[config.mk]
export PLATFORM = sky130hd
export DESIGN_NAME = tag_bank_ctrl_flat
export DESIGN_NICKNAME = d
export VERILOG_FILES = /design/src/rtl/tag_bank_ctrl_if.sv /design/src/rtl/tag_bank_ctrl.sv /design/src/flat_wrapper.sv
export SDC_FILE = /design/constraint.sdc
export NUM_CORES = 1
export LEC_CHECK = 0
export ABC_CLOCK_PERIOD_IN_PS = 2400
export CAP_MARGIN = 10
export CORE_MARGIN = 3
export CORE_UTILIZATION = 37
export CTS_CLUSTER_DIAMETER = 50
export DETAILED_ROUTE_END_ITERATION = 8
export PLACE_DENSITY = 0.81
export SLEW_MARGIN = 20
export SYNTH_ARGS = -nofsm -noshare
export SYNTH_HDL_FRONTEND = slang
export SYNTH_SLANG_ARGS = --single-unit
[constraint.sdc]
create_clock -name clk -period 2.4 [get_ports clk]
set_clock_uncertainty 0.15 [all_clocks]
set_input_delay 0.36 -clock clk [delete_from_list [all_inputs] [get_ports clk]]
set_output_delay 0.36 -clock clk [all_outputs]
set_load 0.05 [all_outputs]
[src/rtl/tag_bank_ctrl_if.sv]
// Request/response bundle between the fetch path and tag_bank_ctrl: lookups, fills, flush.
interface tag_bank_ctrl_if #(
   parameter int LINES = 512,
   parameter int TAG_W = 20
);
   localparam int LW = $clog2(LINES);

   logic             lookup_req;
   logic [LW-1:0]    lookup_line;
   logic [TAG_W-1:0] lookup_tag;
   logic             lookup_ready;
   logic             hit_valid;
   logic             hit;
   logic             fill_req;
   logic [LW-1:0]    fill_line;
   logic [TAG_W-1:0] fill_tag;
   logic             fill_ack;
   logic             flush_req;
   logic             flush_busy;
   logic             parity_err;

   modport master (
      output lookup_req, lookup_line, lookup_tag, fill_req, fill_line, fill_tag, flush_req,
      input  lookup_ready, hit_valid, hit, fill_ack, flush_busy, parity_err
   );

   modport slave (
      input  lookup_req, lookup_line, lookup_tag, fill_req, fill_line, fill_tag, flush_req,
      output lookup_ready, hit_valid, hit, fill_ack, flush_busy, parity_err
   );
endinterface

[src/rtl/tag_bank_ctrl.sv]
// Port sequencer for the I-cache dual-port tag bank: lookups on A, fills and invalidate sweeps on B.
// Optional entry parity is enabled by defining TAG_PARITY_EN.
module tag_bank_ctrl #(
   parameter int LINES = 512,
   parameter int TAG_W = 20
) (
   input  logic                    clk,
   input  logic                    rst,
   tag_bank_ctrl_if.slave          bus,
   output logic                    bank_en_a,
   output logic                    bank_wen_a,
   output logic [$clog2(LINES)-1:0] bank_addr_a,
`ifdef TAG_PARITY_EN
   input  logic [TAG_W+1:0]        bank_data_out_a,
   output logic [TAG_W+1:0]        bank_data_in_b,
`else
   input  logic [TAG_W:0]          bank_data_out_a,
   output logic [TAG_W:0]          bank_data_in_b,
`endif
   output logic                    bank_en_b,
   output logic                    bank_wen_b,
   output logic [$clog2(LINES)-1:0] bank_addr_b
);
   localparam int LW = $clog2(LINES);
`ifdef TAG_PARITY_EN
   localparam int ENTRY_W = TAG_W + 2;
`else
   localparam int ENTRY_W = TAG_W + 1;
`endif

   typedef enum logic [1:0] {CLEAR, RUN, FLUSH} state_t;

   state_t           state_q, state_d;
   logic [LW-1:0]    clear_idx_q;
   logic             pend_q;
   logic [TAG_W-1:0] tag_q;
   logic             sweep;
   logic             hazard;
   logic             accept;
   logic             fill_go;
   logic [ENTRY_W-1:0] fill_entry;
   logic             tag_match;
   logic             perr;

`ifdef TAG_PARITY_EN
   assign fill_entry = {^{1'b1, bus.fill_tag}, 1'b1, bus.fill_tag};
   // A stored word always has even total parity, so any odd XOR is corruption.
   assign perr       = ^bank_data_out_a;
`else
   assign fill_entry = {1'b1, bus.fill_tag};
   assign perr       = 1'b0;
`endif

   assign tag_match = bank_data_out_a[TAG_W] && (bank_data_out_a[TAG_W-1:0] == tag_q);

   always_comb begin
      // NOTE: every combinational output gets a default first so no path can infer a latch.
      state_d        = state_q;
      sweep          = (state_q != RUN);
      hazard         = bus.fill_req && (bus.fill_line == bus.lookup_line);
      accept         = 1'b0;
      fill_go        = 1'b0;
      bank_en_a      = 1'b0;
      bank_wen_a     = 1'b0;
      bank_addr_a    = bus.lookup_line;
      bank_en_b      = 1'b0;
      bank_wen_b     = 1'b0;
      bank_addr_b    = clear_idx_q;
      bank_data_in_b = '0;

      case (state_q)
         CLEAR, FLUSH: begin
            bank_en_b  = 1'b1;
            bank_wen_b = 1'b1;
            if (clear_idx_q == LW'(LINES - 1)) state_d = RUN;
         end
         RUN: begin
            // The fill wins a same-line collision so A never reads a line B is writing.
            accept  = bus.lookup_req && !hazard;
            fill_go = bus.fill_req;
            if (accept) bank_en_a = 1'b1;
            if (fill_go) begin
               bank_en_b      = 1'b1;
               bank_wen_b     = 1'b1;
               bank_addr_b    = bus.fill_line;
               bank_data_in_b = fill_entry;
            end
            if (bus.flush_req) state_d = FLUSH;
         end
         default: state_d = CLEAR;
      endcase
   end

   assign bus.lookup_ready = (state_q == RUN) && !hazard;
   assign bus.fill_ack     = fill_go;
   assign bus.flush_busy   = sweep;
   assign bus.hit_valid    = pend_q;
   assign bus.hit          = pend_q && tag_match && !perr;
   assign bus.parity_err   = pend_q && perr;

   always_ff @(posedge clk) begin
      // NOTE: sequential state uses non-blocking assignments so all registers update together.
      if (rst) begin
         state_q     <= CLEAR;
         clear_idx_q <= '0;
         pend_q      <= 1'b0;
         tag_q       <= '0;
      end else begin
         state_q <= state_d;
         if (state_d == RUN)  clear_idx_q <= '0;
         else if (sweep)      clear_idx_q <= clear_idx_q + 1'b1;
         pend_q <= accept;
         if (accept) tag_q <= bus.lookup_tag;
      end
   end
endmodule

[src/flat_wrapper.sv]
// flat-port wrapper written by rule: the top's interface ports become plain ports
module tag_bank_ctrl_flat 
#(
   parameter int LINES = 512,
   parameter int TAG_W = 20
)
  (clk, rst, bank_en_a, bank_wen_a, bank_addr_a, bank_data_out_a, bank_data_in_b, bank_en_b, bank_wen_b, bank_addr_b, bus_lookup_req, bus_lookup_line, bus_lookup_tag, bus_fill_req, bus_fill_line, bus_fill_tag, bus_flush_req, bus_lookup_ready, bus_hit_valid, bus_hit, bus_fill_ack, bus_flush_busy, bus_parity_err);
  tag_bank_ctrl_if #(.LINES(LINES), .TAG_W(TAG_W)) bus_i ();
  input  logic clk;
  input  logic rst;
  output logic bank_en_a;
  output logic bank_wen_a;
  output logic [$clog2(LINES)-1:0] bank_addr_a;
  input  logic [TAG_W:0] bank_data_out_a;
  output logic [TAG_W:0] bank_data_in_b;
  output logic bank_en_b;
  output logic bank_wen_b;
  output logic [$clog2(LINES)-1:0] bank_addr_b;
  input wire logic [$bits(bus_i.lookup_req)-1:0] bus_lookup_req;
  input wire logic [$bits(bus_i.lookup_line)-1:0] bus_lookup_line;
  input wire logic [$bits(bus_i.lookup_tag)-1:0] bus_lookup_tag;
  input wire logic [$bits(bus_i.fill_req)-1:0] bus_fill_req;
  input wire logic [$bits(bus_i.fill_line)-1:0] bus_fill_line;
  input wire logic [$bits(bus_i.fill_tag)-1:0] bus_fill_tag;
  input wire logic [$bits(bus_i.flush_req)-1:0] bus_flush_req;
  output wire logic [$bits(bus_i.lookup_ready)-1:0] bus_lookup_ready;
  output wire logic [$bits(bus_i.hit_valid)-1:0] bus_hit_valid;
  output wire logic [$bits(bus_i.hit)-1:0] bus_hit;
  output wire logic [$bits(bus_i.fill_ack)-1:0] bus_fill_ack;
  output wire logic [$bits(bus_i.flush_busy)-1:0] bus_flush_busy;
  output wire logic [$bits(bus_i.parity_err)-1:0] bus_parity_err;
  assign bus_i.lookup_req = bus_lookup_req;
  assign bus_i.lookup_line = bus_lookup_line;
  assign bus_i.lookup_tag = bus_lookup_tag;
  assign bus_i.fill_req = bus_fill_req;
  assign bus_i.fill_line = bus_fill_line;
  assign bus_i.fill_tag = bus_fill_tag;
  assign bus_i.flush_req = bus_flush_req;
  assign bus_lookup_ready = bus_i.lookup_ready;
  assign bus_hit_valid = bus_i.hit_valid;
  assign bus_hit = bus_i.hit;
  assign bus_fill_ack = bus_i.fill_ack;
  assign bus_flush_busy = bus_i.flush_busy;
  assign bus_parity_err = bus_i.parity_err;
  tag_bank_ctrl #(.LINES(LINES), .TAG_W(TAG_W)) u_core (.clk(clk), .rst(rst), .bus(bus_i), .bank_en_a(bank_en_a), .bank_wen_a(bank_wen_a), .bank_addr_a(bank_addr_a), .bank_data_out_a(bank_data_out_a), .bank_data_in_b(bank_data_in_b), .bank_en_b(bank_en_b), .bank_wen_b(bank_wen_b), .bank_addr_b(bank_addr_b));
endmodule
Word level (Yosys, flattened, before mapping)

Cells that the tools add are included.

Add/subtract/negate cells: 1
Equal/unequal tests: 7
Muxes and demuxes: 13
Reduce and logical (&&, ||, !) cells: 9

Operator list:

| kind                  | count |
|---|---|
| $mux W21              | 2 |
| $eq A20 B20 Y1        | 1 |
| $mux W9               | 2 |
| $add A9 B1 Y9 const B | 1 |
| $eq A9 B9 Y1          | 1 |
| $eq A9 B9 Y1 const B  | 1 |
| $logic_and A1 B1 Y1   | 5 |
| $mux W1               | 5 |
| $eq A2 B1 Y1 const B  | 2 |
| $mux W2               | 2 |
| $pmux W2 S2           | 1 |
| $reduce_or A2 Y1      | 2 |
| $eq A2 B2 Y1 const B  | 1 |
| $logic_not A2 Y1      | 1 |
| $ne A2 B1 Y1 const B  | 1 |
| $pmux W1 S2           | 1 |
| $logic_not A1 Y1      | 1 |

Flip-flop bits (word level): 32
Input bits: 84
Output and inout bits: 49
Logic and storage cells: 34

Logic depth before layout (Yosys ltp)

Depth after elaboration: 6
Mapped depth: 8
Gate-level depth less buffers: 7

Worst setup path before layout

No wires, ideal clock.

Kind: in2out
From: in bank_data_out_a[18]
To: out bus_hit
Data arrival time: 2.424 ns
Required time: 1.890 ns
Setup slack: -0.534 ns
Stages: 4
Buffers on the path: 0
Path through: xor2_1 > nor4_1 > nand4_1 > nor4_1

Word-level cells in the longest chain between the ends: 3

Ends and longest elaborated chain:

| what                | line                | RTL |
|---|---|---|
| start: declaration  | flat_wrapper.sv:14  | `input logic [TAG_W:0] bank_data_out_a;` |
| $eq A20 B20 Y1      | tag_bank_ctrl.sv:54 | `assign tag_match = bank_data_out_a[TAG_W] && (bank_data_out_a[TAG_W-1:0] == tag_q);` |
| $logic_and A1 B1 Y1 | tag_bank_ctrl.sv:54 |  |
| $logic_and A1 B1 Y1 | tag_bank_ctrl.sv:98 | `assign bus.hit = pend_q && tag_match && !perr;` |
| end: declaration    | flat_wrapper.sv:28  | `output wire logic [$bits(bus_i.hit)-1:0] bus_hit;` |

No other way between the ends.

Worst setup path in the final report

From: reg u_core.tag_q[0]
To: out bus_hit

Word-level cells in the longest chain between the ends: 3

Ends and longest elaborated chain:

| what                     | line                 | RTL |
|---|---|---|
| start: declaration       | tag_bank_ctrl.sv:36  | `logic [TAG_W-1:0] tag_q;` |
| start signal: assignment | tag_bank_ctrl.sv:113 | `if (accept) tag_q <= bus.lookup_tag;` |
| $eq A20 B20 Y1           | tag_bank_ctrl.sv:54  |  |
| $logic_and A1 B1 Y1      | tag_bank_ctrl.sv:54  |  |
| $logic_and A1 B1 Y1      | tag_bank_ctrl.sv:98  |  |

No other way between the ends.

==> flow_summary.json <==
{
  "r2r_slack_ns": 0.55,
  "reg2reg_to": "u_core.tag_q[0]",
  "fin_crit_ns": 2.310,
  "p_leak_nw": 1.548,
  "p_sw_frac": 0.2328,
  "ctsHtreeMaxLevel": 2,
  "slew_viol_final": 0,
  "hpwl_um": 5132,
  "diodes": 0,
  "fin_nets": 441,
  "crit_required_ns": 1.89,
  "cts_buffer_depth": 2,
  "synthXorXnorAreaFrac": 0.1504,
  "hold_path_end": "u_core.tag_q[14]",
  "end_kind": "output port",
  "slew_headroom": 0.6549,
  "io_pins": 133,
  "grt_pass1_wl_um": 9121,
  "worstHoldStart": "u_core.tag_q[14]",
  "dp.cells": 418,
  "regArea_um2": 641.9,
  "synthSimpleGateAreaFrac": 0.2822,
  "vdd_drop_max_mv": 0.3780,
  "root_buffer": "clkbuf_8",
  "clk_pin_slew_ns": 0.07,
  "grtUsageMet1": 0.1933,
  "met2_usage": 0.3176,
  "syn-cell-area_um2": 2097,
  "timing.rr.start": "u_core.state_q[0]",
  "setup_viol": 0,
  "grt_use_met3": 0.06874,
  "grt_pass1_vias": 1969,
  "hold-path-cell-count": 2,
  "syn_area_per_cell_um2": 8.886,
  "outcome": "finished, final reports clean",
  "cts_buffers": 5,
  "async_flop_share": 0,
  "vias": 1990,
  "drive_above_1_share": 0.2107,
  "cap_violations": 0,
  "synth-seq-cells": 32,
  "synth_ff_type": "dfxtp_1",
  "worstSkewPairLatency_ns": 0.28,
  "tritoncts": "done",
  "fin_util": 0.7100,
  "ant_nets": 0,
  "drt_wl_total_um": 6228,
  "area_growth_pct": 79.53,
  "synth_compound_area_frac": 0.02148,
  "drc": 0,
  "drt-initial-drc-count": 76,
  "cp_max_fo": 2,
  "top_usage_layer": "met2",
  "die_area_um2": 6607,
  "grt_overflow": 0,
  "cp.arrival_ns": 1.80,
  "yosysWarnings": 0,
  "wl_per_cell_um": 14.62,
  "postCtsSetupRepairBufs": 0,
  "worstSetupStartpointType": "register",
  "cts_hold_buf": 0,
  "vias_per_cell": 4.671,
  "p_int_mw": 1.078,
  "timing_hold_violations_final": 0,
  "finalCritPeriodShare": 0.9626,
  "reg2reg_depth": 5,
  "rows": 26,
  "dieHeight_um": 81.29,
  "gp_congestion": 0.7218,
  "synth_edf_count": 0,
  "die_x_um": 81.29,
  "fmax_mhz": 432.8,
  "grt_max_degree": 30,
  "hold_path.class": "register to register",
  "ys_seq_area_frac": 0.3055,
  "layout.cells.non_filler": 426,
  "yosysUniqueCellTypes": 27,
  "core_um2": 5303,
  "antenna_found_initial": 0,
  "start_util": 0.3955,
  "clock_sinks": 32,
  "multi_input_area_um2": 1295,
  "track_usage": 0.1771,
  "synthAdderAreaFrac": 0.01193,
  "fillers": 403,
  "power_frac_comb": 0.213,
  "p_sw_uw": 327.2,
  "synth_top_family_by_area": "simple AND/OR/NAND/NOR gates",
  "synthMuxAreaShare": 0.1438,
  "tightest_slew_ns": 0.5161,
  "seq_power_share": 0.385,
  "powerDensity_nw_per_um2": 373.3,
  "criticalPathCategory": "register to output port",
  "synthCells": 236,
  "rsz0062_at_grt": "yes",
  "drt-pass1-iter-count": 4,
  "io_buffers": 130,
  "clock_power_share": 0.401
}
[metrics by stage]
stage	total power [mW]	setup slack (ns)	area, um^2	hold slack, ns	TNS, ns
3_3_place_gp	0.8522	-0.09012	3632	0.3133	-0.09012
6_report	1.405	0.08971	3765	0.3360	0
4_1_cts	1.424	0.02985	3754	0.3381	0
3_5_place_dp	0.8580	-0.09539	3632	0.3280	-0.09539
5_1_grt	1.460	-0.01280	3765	0.3565	-0.01280
2_1_floorplan	0.6885	0.01023	2110	0.2967	0
[cell usage in the layout, fill, tap and decap left out, types with 11 or more instances in the layout]
cell and n:
nor2_1 12, clkdlybuf4s50_1 76, mux2i_1 20, dfxtp_1 31, xnor2_1 25, and3_1 21, buf_4 24, buf_12 29
xor2_1 11, nand2b_1 41
[logic make-up after synthesis]
logic type      count (synthesis)
xor+xnor                       36
other cells                     1
fa+ha+maj                       2
flops                          32
compound gates                  5
buf+inv                        28
mux                            29
simple gates                  103
[what timing repair did]
| action | in CTS | in global routing |
|---|---|---|
| pin swaps | 5 | 3 |
| setup endpoints to repair | 1 | 1 |
| resized for setup | 4 | 5 |
[cell usage after synthesis, drive strengths merged (3+ instances only)]
library cell / number / area [um^2]
clkbuf: 9 / 33.78
and3: 21 / 131.4
nor2: 12 / 45.04
nand4: 9 / 56.30
dfxtp: 32 / 640.6
buf: 17 / 132.6
nor4: 3 / 18.77
nand2b: 42 / 262.8
xor2: 11 / 96.34
xnor2: 25 / 219.0
mux2: 9 / 101.4
nand2: 7 / 26.28
a21oi: 3 / 15.01
nor3: 3 / 15.01
mux2i: 20 / 200.2
[power groups by stage]
stage                     Clock (mW)  Sequential, mW  Combinational, mW
final                          0.564           0.542              0.300
after floorplan                    0           0.552              0.137
after global placement             0           0.553              0.299
after CTS                      0.580           0.541              0.303
after detailed placement           0           0.554              0.304
after global routing           0.600           0.542              0.317
[metal layers]
layer	share of wire	routed length, um
met5	0	0
met4	0.0096	60
met3	0.12	719
met2	0.50	3114
met1	0.37	2334
[critical path: stages, from the launching register on]
cell     delay (ns)
dfxtp_2        0.33
xor2_1         0.15
nor4_1         0.29
nand4_1        0.17
nor4_2         0.29
buf_4          0.16
buf_12         0.13
[worst max path at each step]
stage,startpoint,end,slack [ns],cells past startpoint
after floorplan,bank_data_out_a[18],bus_hit,0.01,4
after global placement,bank_data_out_a[18],bus_hit,-0.09,7
final,u_core.tag_q[0],bus_hit,0.09,6
after CTS,bank_data_out_a[10],bus_hit,0.03,7
after detailed placement,bank_data_out_a[18],bus_hit,-0.1,7
after global routing,u_core.tag_q[0],bus_hit,-0.01,6
[state kept, by name, summed over array words and instances (netlist names)]
register              flops
u_core.bus.hit_valid      1
u_core.clear_idx_q        9
u_core.state_q            2
u_core.tag_q             20
[area by class of cell]
class                      count  area share
timing repair buffer         137      0.4267
multi-input combinational    177      0.3440
sequential                    32      0.1705
clock buffer                   7     0.02559
tap                           70     0.02326
clock inverter                 1    0.007976
inverter                       2    0.001994
Power figures use the tool's default switching activity.
